File: config.mk
export PLATFORM = sky130hd
export DESIGN_NAME = decode_stage_flat
export DESIGN_NICKNAME = d
export VERILOG_FILES = /design/src/rtl/decode_stage_if.sv /design/src/rtl/decode_stage.sv /design/src/flat_wrapper.sv
export SDC_FILE = /design/constraint.sdc
export NUM_CORES = 1
export LEC_CHECK = 0
export ABC_CLOCK_PERIOD_IN_PS = 1950
export CAP_MARGIN = 10
export CORE_ASPECT_RATIO = 0.6
export CORE_MARGIN = 2
export CORE_UTILIZATION = 44
export CTS_CLUSTER_DIAMETER = 120
export CTS_CLUSTER_SIZE = 24
export DETAILED_ROUTE_END_ITERATION = 6
export HOLD_SLACK_MARGIN = 0.12
export PLACE_DENSITY = 0.89
export SLEW_MARGIN = 20
export SYNTH_ARGS = -nofsm -noshare
export SYNTH_HDL_FRONTEND = slang
export SYNTH_SLANG_ARGS = --single-unit
export TNS_END_PERCENT = 20
File: constraint.sdc
create_clock -name clk -period 1.95 [get_ports clk]
set_input_delay 0.2925 -clock clk [delete_from_list [all_inputs] [get_ports clk]]
set_output_delay 0.2925 -clock clk [all_outputs]
set_load 0.01 [all_outputs]
File: src/rtl/decode_stage_if.sv
// Fetch-to-decode and decode-to-execute signal bundle for the decode stage.
// The slave side is the decode stage; the master side is the surrounding pipeline.
interface decode_stage_if;
    logic [31:0] i_pc;
    logic [31:0] i_instr;
    logic        i_clk_en;

    logic [31:0] o_pc;
    logic [31:0] o_pc_next;
    logic [31:0] o_instr;
    logic [6:0]  o_opcode;
    logic [2:0]  o_funct3;
    logic [6:0]  o_funct7;
    logic [4:0]  o_rs1;
    logic [4:0]  o_rs2;
    logic [4:0]  o_rd;
    logic [31:0] o_imm;
    logic        o_is_compressed;
    logic        o_illegal;
    logic        o_clk_en;

    modport master (
        output i_pc, i_instr, i_clk_en,
        input  o_pc, o_pc_next, o_instr, o_opcode, o_funct3, o_funct7,
               o_rs1, o_rs2, o_rd, o_imm, o_is_compressed, o_illegal, o_clk_en
    );

    modport slave (
        input  i_pc, i_instr, i_clk_en,
        output o_pc, o_pc_next, o_instr, o_opcode, o_funct3, o_funct7,
               o_rs1, o_rs2, o_rd, o_imm, o_is_compressed, o_illegal, o_clk_en
    );
endinterface

File: src/rtl/decode_stage.sv
// Decode pipeline stage: registers the fetched PC/instruction, expands the
// supported RV32C subset and presents decoded fields to the execute stage.
module decode_stage #(
    parameter int XLEN   = 32,
    parameter bit RVC_EN = 1'b1
) (
    input  logic          clk,
    input  logic          rstn,
    input  logic          stall,
    input  logic          flush,
    decode_stage_if.slave bus
);

    localparam logic [6:0] OP_LUI    = 7'b0110111;
    localparam logic [6:0] OP_AUIPC  = 7'b0010111;
    localparam logic [6:0] OP_JAL    = 7'b1101111;
    localparam logic [6:0] OP_JALR   = 7'b1100111;
    localparam logic [6:0] OP_BRANCH = 7'b1100011;
    localparam logic [6:0] OP_LOAD   = 7'b0000011;
    localparam logic [6:0] OP_STORE  = 7'b0100011;
    localparam logic [6:0] OP_IMM    = 7'b0010011;
    localparam logic [6:0] OP_OP     = 7'b0110011;
    localparam logic [6:0] OP_FENCE  = 7'b0001111;
    localparam logic [6:0] OP_SYSTEM = 7'b1110011;

    typedef enum logic [2:0] {
        IMM_NONE,
        IMM_I,
        IMM_S,
        IMM_B,
        IMM_U,
        IMM_J
    } imm_sel_e;

    logic [15:0] c;
    logic        in_comp;
    logic [4:0]  c_rd;
    logic [4:0]  c_rs2;
    logic [4:0]  c_rdp;
    logic [4:0]  c_rs1p;
    logic [11:0] c_imm6;
    logic [11:0] c_lw_off;
    logic [20:0] c_j_off;
    logic [12:0] c_b_off;

    logic [31:0] rvc_instr;
    logic        rvc_illegal;
    logic [31:0] dec_instr;
    logic        dec_illegal;
    logic [XLEN-1:0] dec_pc_next;

    logic [XLEN-1:0] pc_q;
    logic [XLEN-1:0] pc_next_q;
    logic [31:0]     instr_q;
    logic            comp_q;
    logic            illegal_q;
    logic            en_q;

    imm_sel_e    imm_sel;
    logic [31:0] imm;

    // Compressed operand fields; primed registers map onto x8..x15.
    assign c        = bus.i_instr[15:0];
    assign in_comp  = (c[1:0] != 2'b11);
    assign c_rd     = c[11:7];
    assign c_rs2    = c[6:2];
    assign c_rdp    = {2'b01, c[4:2]};
    assign c_rs1p   = {2'b01, c[9:7]};
    assign c_imm6   = {{6{c[12]}}, c[12], c[6:2]};
    assign c_lw_off = {5'b0, c[5], c[12:10], c[6], 2'b00};
    assign c_j_off  = {{10{c[12]}}, c[8], c[10:9], c[6], c[7], c[2], c[11], c[5:3], 1'b0};
    assign c_b_off  = {{5{c[12]}}, c[6:5], c[2], c[11:10], c[4:3], 1'b0};

    always_comb begin
        rvc_instr   = '0;
        rvc_illegal = 1'b0;
        case ({c[1:0], c[15:13]})
            5'b00_010: rvc_instr = {c_lw_off, c_rs1p, 3'b010, c_rdp, OP_LOAD};
            5'b00_110: rvc_instr = {c_lw_off[11:5], c_rdp, c_rs1p, 3'b010,
                                    c_lw_off[4:0], OP_STORE};
            5'b01_000: rvc_instr = {c_imm6, c_rd, 3'b000, c_rd, OP_IMM};
            5'b01_001: rvc_instr = {c_j_off[20], c_j_off[10:1], c_j_off[11],
                                    c_j_off[19:12], 5'd1, OP_JAL};
            5'b01_010: rvc_instr = {c_imm6, 5'd0, 3'b000, c_rd, OP_IMM};
            5'b01_011: begin
                // rd=2 is C.ADDI16SP, which is outside the supported subset.
                if (c_rd == 5'd0 || c_rd == 5'd2 || c_imm6[5:0] == 6'd0)
                    rvc_illegal = 1'b1;
                else
                    rvc_instr = {{8{c[12]}}, c_imm6, c_rd, OP_LUI};
            end
            5'b01_101: rvc_instr = {c_j_off[20], c_j_off[10:1], c_j_off[11],
                                    c_j_off[19:12], 5'd0, OP_JAL};
            5'b01_110: rvc_instr = {c_b_off[12], c_b_off[10:5], 5'd0, c_rs1p, 3'b000,
                                    c_b_off[4:1], c_b_off[11], OP_BRANCH};
            5'b01_111: rvc_instr = {c_b_off[12], c_b_off[10:5], 5'd0, c_rs1p, 3'b001,
                                    c_b_off[4:1], c_b_off[11], OP_BRANCH};
            5'b10_100: begin
                if (c[12] == 1'b0) begin
                    if (c_rs2 != 5'd0)
                        rvc_instr = {7'b0, c_rs2, 5'd0, 3'b000, c_rd, OP_OP};
                    else if (c_rd != 5'd0)
                        rvc_instr = {12'b0, c_rd, 3'b000, 5'd0, OP_JALR};
                    else
                        rvc_illegal = 1'b1;
                end else begin
                    if (c_rs2 != 5'd0)
                        rvc_instr = {7'b0, c_rs2, c_rd, 3'b000, c_rd, OP_OP};
                    else if (c_rd != 5'd0)
                        rvc_instr = {12'b0, c_rd, 3'b000, 5'd1, OP_JALR};
                    else
                        rvc_illegal = 1'b1;  // C.EBREAK is not supported
                end
            end
            default: rvc_illegal = 1'b1;
        endcase
        if (!RVC_EN)
            rvc_illegal = 1'b1;
        if (rvc_illegal)
            rvc_instr = '0;
    end

    always_comb begin
        dec_instr   = bus.i_instr;
        dec_illegal = 1'b0;
        if (in_comp) begin
            dec_instr   = rvc_instr;
            dec_illegal = rvc_illegal;
        end else begin
            case (bus.i_instr[6:0])
                OP_LUI, OP_AUIPC, OP_JAL, OP_JALR, OP_BRANCH, OP_LOAD,
                OP_STORE, OP_IMM, OP_OP, OP_FENCE, OP_SYSTEM: dec_illegal = 1'b0;
                default: dec_illegal = 1'b1;
            endcase
        end
    end

    assign dec_pc_next = bus.i_pc + (in_comp ? 32'd2 : 32'd4);

    always_ff @(posedge clk or negedge rstn) begin
        if (!rstn) begin
            pc_q      <= '0;
            pc_next_q <= '0;
            instr_q   <= '0;
            comp_q    <= 1'b0;
            illegal_q <= 1'b0;
            en_q      <= 1'b0;
        end else if (!stall) begin
            if (flush) begin
                en_q <= 1'b0;
            end else if (bus.i_clk_en) begin
                pc_q      <= bus.i_pc;
                pc_next_q <= dec_pc_next;
                instr_q   <= dec_instr;
                comp_q    <= in_comp;
                illegal_q <= dec_illegal;
                en_q      <= 1'b1;
            end else begin
                en_q <= 1'b0;
            end
        end
    end

    // Immediate format follows the opcode of the already-expanded instruction.
    always_comb begin
        case (instr_q[6:0])
            OP_LOAD, OP_IMM, OP_JALR: imm_sel = IMM_I;
            OP_STORE:                 imm_sel = IMM_S;
            OP_BRANCH:                imm_sel = IMM_B;
            OP_LUI, OP_AUIPC:         imm_sel = IMM_U;
            OP_JAL:                   imm_sel = IMM_J;
            default:                  imm_sel = IMM_NONE;
        endcase
    end

    always_comb begin
        imm = '0;
        case (imm_sel)
            IMM_I: imm = {{20{instr_q[31]}}, instr_q[31:20]};
            IMM_S: imm = {{20{instr_q[31]}}, instr_q[31:25], instr_q[11:7]};
            IMM_B: imm = {{19{instr_q[31]}}, instr_q[31], instr_q[7],
                          instr_q[30:25], instr_q[11:8], 1'b0};
            IMM_U: imm = {instr_q[31:12], 12'b0};
            IMM_J: imm = {{11{instr_q[31]}}, instr_q[31], instr_q[19:12],
                          instr_q[20], instr_q[30:21], 1'b0};
            default: imm = '0;
        endcase
    end

    assign bus.o_pc            = pc_q;
    assign bus.o_pc_next       = pc_next_q;
    assign bus.o_instr         = instr_q;
    assign bus.o_opcode        = instr_q[6:0];
    assign bus.o_funct3        = instr_q[14:12];
    assign bus.o_funct7        = instr_q[31:25];
    assign bus.o_rs1           = instr_q[19:15];
    assign bus.o_rs2           = instr_q[24:20];
    assign bus.o_rd            = instr_q[11:7];
    assign bus.o_imm           = imm;
    assign bus.o_is_compressed = comp_q;
    assign bus.o_illegal       = illegal_q;
    assign bus.o_clk_en        = en_q;

endmodule

File: src/flat_wrapper.sv
// flat-port wrapper written by rule: the top's interface ports become plain ports
module decode_stage_flat 
#(
    parameter int XLEN   = 32,
    parameter bit RVC_EN = 1'b1
)
  (clk, rstn, stall, flush, bus_i_pc, bus_i_instr, bus_i_clk_en, bus_o_pc, bus_o_pc_next, bus_o_instr, bus_o_opcode, bus_o_funct3, bus_o_funct7, bus_o_rs1, bus_o_rs2, bus_o_rd, bus_o_imm, bus_o_is_compressed, bus_o_illegal, bus_o_clk_en);
  decode_stage_if bus_i ();
  input  logic clk;
  input  logic rstn;
  input  logic stall;
  input  logic flush;
  input wire logic [$bits(bus_i.i_pc)-1:0] bus_i_pc;
  input wire logic [$bits(bus_i.i_instr)-1:0] bus_i_instr;
  input wire logic [$bits(bus_i.i_clk_en)-1:0] bus_i_clk_en;
  output wire logic [$bits(bus_i.o_pc)-1:0] bus_o_pc;
  output wire logic [$bits(bus_i.o_pc_next)-1:0] bus_o_pc_next;
  output wire logic [$bits(bus_i.o_instr)-1:0] bus_o_instr;
  output wire logic [$bits(bus_i.o_opcode)-1:0] bus_o_opcode;
  output wire logic [$bits(bus_i.o_funct3)-1:0] bus_o_funct3;
  output wire logic [$bits(bus_i.o_funct7)-1:0] bus_o_funct7;
  output wire logic [$bits(bus_i.o_rs1)-1:0] bus_o_rs1;
  output wire logic [$bits(bus_i.o_rs2)-1:0] bus_o_rs2;
  output wire logic [$bits(bus_i.o_rd)-1:0] bus_o_rd;
  output wire logic [$bits(bus_i.o_imm)-1:0] bus_o_imm;
  output wire logic [$bits(bus_i.o_is_compressed)-1:0] bus_o_is_compressed;
  output wire logic [$bits(bus_i.o_illegal)-1:0] bus_o_illegal;
  output wire logic [$bits(bus_i.o_clk_en)-1:0] bus_o_clk_en;
  assign bus_i.i_pc = bus_i_pc;
  assign bus_i.i_instr = bus_i_instr;
  assign bus_i.i_clk_en = bus_i_clk_en;
  assign bus_o_pc = bus_i.o_pc;
  assign bus_o_pc_next = bus_i.o_pc_next;
  assign bus_o_instr = bus_i.o_instr;
  assign bus_o_opcode = bus_i.o_opcode;
  assign bus_o_funct3 = bus_i.o_funct3;
  assign bus_o_funct7 = bus_i.o_funct7;
  assign bus_o_rs1 = bus_i.o_rs1;
  assign bus_o_rs2 = bus_i.o_rs2;
  assign bus_o_rd = bus_i.o_rd;
  assign bus_o_imm = bus_i.o_imm;
  assign bus_o_is_compressed = bus_i.o_is_compressed;
  assign bus_o_illegal = bus_i.o_illegal;
  assign bus_o_clk_en = bus_i.o_clk_en;
  decode_stage #(.XLEN(XLEN), .RVC_EN(RVC_EN)) u_core (.clk(clk), .rstn(rstn), .stall(stall), .flush(flush), .bus(bus_i));
endmodule
==> results.yml <==
sta:
  finalMaxSlewViolations: 0
  timing.setup.tns_ns: -10.56
  finalWorstSetupSlack_ns: -0.4023
  setup-violations-final: 32
  clock-skew-final_ns: 0
  hold_ws_ns: 0.3539
  post-route-period-util_pct: 120.6
  max_freq_ghz: 0.4251
  final_hold_viol_count: 0
  worst_pin_slew_ns: 0.5122
  setup_repair_after_global_routing_missed_its_margin: "true"
  final_period_minus_worst_setup_slack_ns: 2.352
  relSlewSlack_pct: 65.86
place:
  dpl-instance-area_sq_um: 9220
  dp_hpwl_um: 17390
  place_worst_setup_slack_ns: -0.7313
  gp_routability_congestion: 0.9739
  port_buffers: 231
  placed_cells: 1190
cells_and_area:
  postLayoutCellArea_sq_um: 9732
  fin_cells: 1224
  layout_commonest_cell: "sky130_fd_sc_hd__clkdlybuf4s50_1"
  most_frequent_cells_in_the_layout: "187 x sky130_fd_sc_hd__clkdlybuf4s50_1, 179 x sky130_fd_sc_hd__nand2_1, 155 x sky130_fd_sc_hd__buf_4"
  layout-drive-gt1-share_pct: 24.88
  syn2layout_area_growth_pct: 66.02
  combined_area_of_the_multi_input_logic_cells_sq_um: 3080
  design.final.nets: 1121
  register_area_sq_um: 2454
  fillCellCount: 929
  final_util_pct: 75.25
synthesis:
  synthesis.yosys.warnings: 0
  post_synth_instance_area_sq_um: 5862
  synth-async-reset-ratio_pct: 100.0
  synthCells: 713
  yosys.area.top_type_share_pct: 41.84
  synth-seq-cells: 98
  mappedNetlistNets: 785
  synth_area_leaders: "sky130_fd_sc_hd__dfrtp_1 42%, sky130_fd_sc_hd__nand2_1 12%, sky130_fd_sc_hd__o21ai_0 5.2%"
  synth_edf_count: 0
  synth_seq_area_share_pct: 41.84
  synth_ff_type: "sky130_fd_sc_hd__dfrtp_1"
  synth_cell_types: 66
  synthDominantAreaCellType: "sky130_fd_sc_hd__dfrtp_1"
  syn-mean-instance-area_sq_um: 8.221
global_route:
  grt_pass1_vias: 6489
  grt_pass1_wl_um: 35400
  track_usage_pct: 31.83
  grt_start_max_net_pins: 61
  antenna_found_initial: 0
  grt_remaining_overflow: 0
worst_hold_path:
  hold_start: "bus_i_pc[1]"
  worst_hold_path.endpoint: "u_core.bus.o_pc[1]$_DFFE_PN0P_"
  hold_path.class: "in2reg"
  min_delay_path_depth: 3
die:
  die_footprint_sq_um: 14290
  rows: 32
  initial_standard_cell_utilization_of_the_core_pct: 45.33
  num_io_pins: 232
  fp.dieH_um: 93.41
  core_area_sq_um: 12930
  die_width_um: 153.0
pwr:
  p_total_mw: 7.408
  ir_worst_vdd_uv: 548.4
  intPower_mw: 5.103
  share_comb_of_total_power_pct: 36.2
  p_sw_mw: 2.305
  sequentialPowerShare_pct: 35.9
  clockPowerShare_pct: 27.9
  swShare_pct: 31.12
  p_per_area_nw_per_um2: 761.2
  leakage_power_figure_nw: 4.549
clock_network:
  cts_buffers: 9
  cts.reportedPaths.clkPinSlew_ns: 0.07
  clock_tree.root_cell: "sky130_fd_sc_hd__clkbuf_16"
  cts_htree_levels: 3
  clock_tree.buffer_depth: 2
  clock-sinks: 98
  clk-insertion-delay-late_ns: 0.33
  tritoncts_clock_tree: "done"
flow_run:
  max_cap_violations: 0
detailed_routing:
  wl_um: 23190
  drtIter0Drc: 529
  drt_first_pass_iters: 7
  drcViolationCount: 0
  vias: 6723
  detail-route-antenna-nets: 0
  post_drt_via_cell_ratio: 5.493
  wl_per_cell_um: 18.95
worst_setup_path:
  timing.critical_path.fanout_max: 5
  crit_arrival_ns: 2.06
  endpoint_of_the_most_critical_register_to_register_path: "u_core.bus.o_instr[2]$_DFFE_PN0P_"
  regToRegSetupSlack_ns: 1.02
  worst_ep_required_time_ns: 1.66
  worst_setup_path_start_kind: "flip-flop"
  rr_worst_depth: 4
  kind_of_critical_path: "reg2out"
  timing.rr.start: "u_core.bus.o_instr[2]$_DFFE_PN0P_"
  critPathCaptureType: "primary output"
outcome:
  outcome: "complete, but fails checks"
  violated_checks: "negative setup slack"
==> power by group through the flow <==
stage	logic, mW	clock network [mW]	registers (mW)
4_1_cts	2.63	2.08	2.65
6_report	2.68	2.07	2.66
3_3_place_gp	2.53	0	2.67
5_1_grt	2.87	2.17	2.70
3_5_place_dp	2.57	0	2.68
2_1_floorplan	0.850	0	2.80
==> flip-flops by register name (all words and copies together), names as in the netlist <==
register                    flops
u_core.bus.o_illegal            1
u_core.bus.o_instr             32
u_core.bus.o_is_compressed      1
u_core.bus.o_pc_next           32
u_core.bus.o_clk_en             1
u_core.bus.o_pc                31
==> synth_stat cells (3+ instances only) <==
| library cell | count |
|---|---|
| sky130_fd_sc_hd__nand2b_1 | 5 |
| sky130_fd_sc_hd__dfrtp_1 | 98 |
| sky130_fd_sc_hd__o21ai_1 | 8 |
| sky130_fd_sc_hd__xnor2_1 | 9 |
| sky130_fd_sc_hd__xor2_1 | 18 |
| sky130_fd_sc_hd__a21oi_1 | 31 |
| sky130_fd_sc_hd__and3_1 | 4 |
| sky130_fd_sc_hd__or3_1 | 4 |
| sky130_fd_sc_hd__a31oi_1 | 10 |
| sky130_fd_sc_hd__nor2_1 | 45 |
| sky130_fd_sc_hd__a22o_1 | 4 |
| sky130_fd_sc_hd__buf_2 | 10 |
| sky130_fd_sc_hd__inv_1 | 9 |
| sky130_fd_sc_hd__a221oi_1 | 5 |
| sky130_fd_sc_hd__buf_1 | 4 |
| sky130_fd_sc_hd__nand3_1 | 13 |
| sky130_fd_sc_hd__nand4_1 | 11 |
| sky130_fd_sc_hd__nor3b_1 | 7 |
| sky130_fd_sc_hd__clkbuf_1 | 27 |
| sky130_fd_sc_hd__o21ai_0 | 61 |
| sky130_fd_sc_hd__buf_4 | 35 |
| sky130_fd_sc_hd__nor4_2 | 3 |
| sky130_fd_sc_hd__nand2_1 | 182 |
| sky130_fd_sc_hd__a22oi_1 | 5 |
| sky130_fd_sc_hd__a211oi_1 | 10 |
| sky130_fd_sc_hd__nor3_1 | 6 |
| sky130_fd_sc_hd__and2_1 | 10 |
| sky130_fd_sc_hd__a21o_1 | 20 |
| sky130_fd_sc_hd__and4_1 | 3 |
| sky130_fd_sc_hd__nand4b_1 | 4 |
| sky130_fd_sc_hd__nor2b_1 | 4 |
==> critical path, stage by stage, from the launching register on <==
cell and delay [ns]:
sky130_fd_sc_hd__dfrtp_1 0.39, sky130_fd_sc_hd__buf_6 0.14, sky130_fd_sc_hd__mux2i_1 0.20, sky130_fd_sc_hd__o21ai_1 0.13, sky130_fd_sc_hd__nor2_2 0.16, sky130_fd_sc_hd__buf_4 0.13, sky130_fd_sc_hd__and2_4 0.21, sky130_fd_sc_hd__buf_12 0.15
sky130_fd_sc_hd__a21o_1 0.09, sky130_fd_sc_hd__buf_2 0.12
==> routing by layer <==
metal | vias up | GRT usage, % | part of all wire (%)
li1 | 3104 | - | -
met1 | 3238 | 46.03 | 46
met2 | 357 | 47.01 | 42
met3 | 24 | 9.917 | 11
met4 | 0 | 6.559 | 1.2
met5 | - | 0 | 0
==> how the worst max path moves through the flow <==
stage / startpoint / cells past startpoint / slack, ns / to
floorplan: bus_i_instr[1] / 10 / -0.20 / u_core.bus.o_pc_next[27]$_DFFE_PN0P_
global placement: bus_i_instr[1] / 8 / -0.70 / u_core.bus.o_instr[24]$_DFFE_PN0P_
detailed placement: bus_i_instr[1] / 10 / -0.73 / u_core.bus.o_pc_next[27]$_DFFE_PN0P_
CTS: u_core.bus.o_instr[4]$_DFFE_PN0P_ / 8 / -0.35 / bus_o_imm[19]
global route: u_core.bus.o_instr[5]$_DFFE_PN0P_ / 9 / -0.50 / bus_o_imm[29]
finish: u_core.bus.o_instr[5]$_DFFE_PN0P_ / 9 / -0.40 / bus_o_imm[23]
==> logic make-up after synthesis <==
group	after synthesis	share of synthesized area, %
simple gates	322	26.42
compound gates	173	18.25
flops	98	41.84
buf+inv	87	8.154
xor+xnor	27	4.034
mux	3	0.5336
fa+ha+maj	3	0.7684
==> what timing repair did <==
action                                  CTS  global route
pin swaps                                19             7
hold buffers                              1             0
gates cloned                              1             1
buffers inserted                         13             3
hold endpoints to repair                 27             0
endpoints found under the setup margin   81            57
resized for setup                       136            50
==> cell type report <==
| class | count | area share (%) |
|---|---|---|
| Inverter | 10 | 0.3986 |
| Multi-Input combinational cell | 528 | 31.65 |
| Clock inverter | 6 | 1.157 |
| Sequential cell | 98 | 25.21 |
| Timing Repair Buffer | 402 | 37.05 |
| Tap cell | 170 | 2.186 |
| Antenna cell | 1 | 0.02571 |
| Clock buffer | 9 | 2.314 |
(Power assumes the default switching activity.)
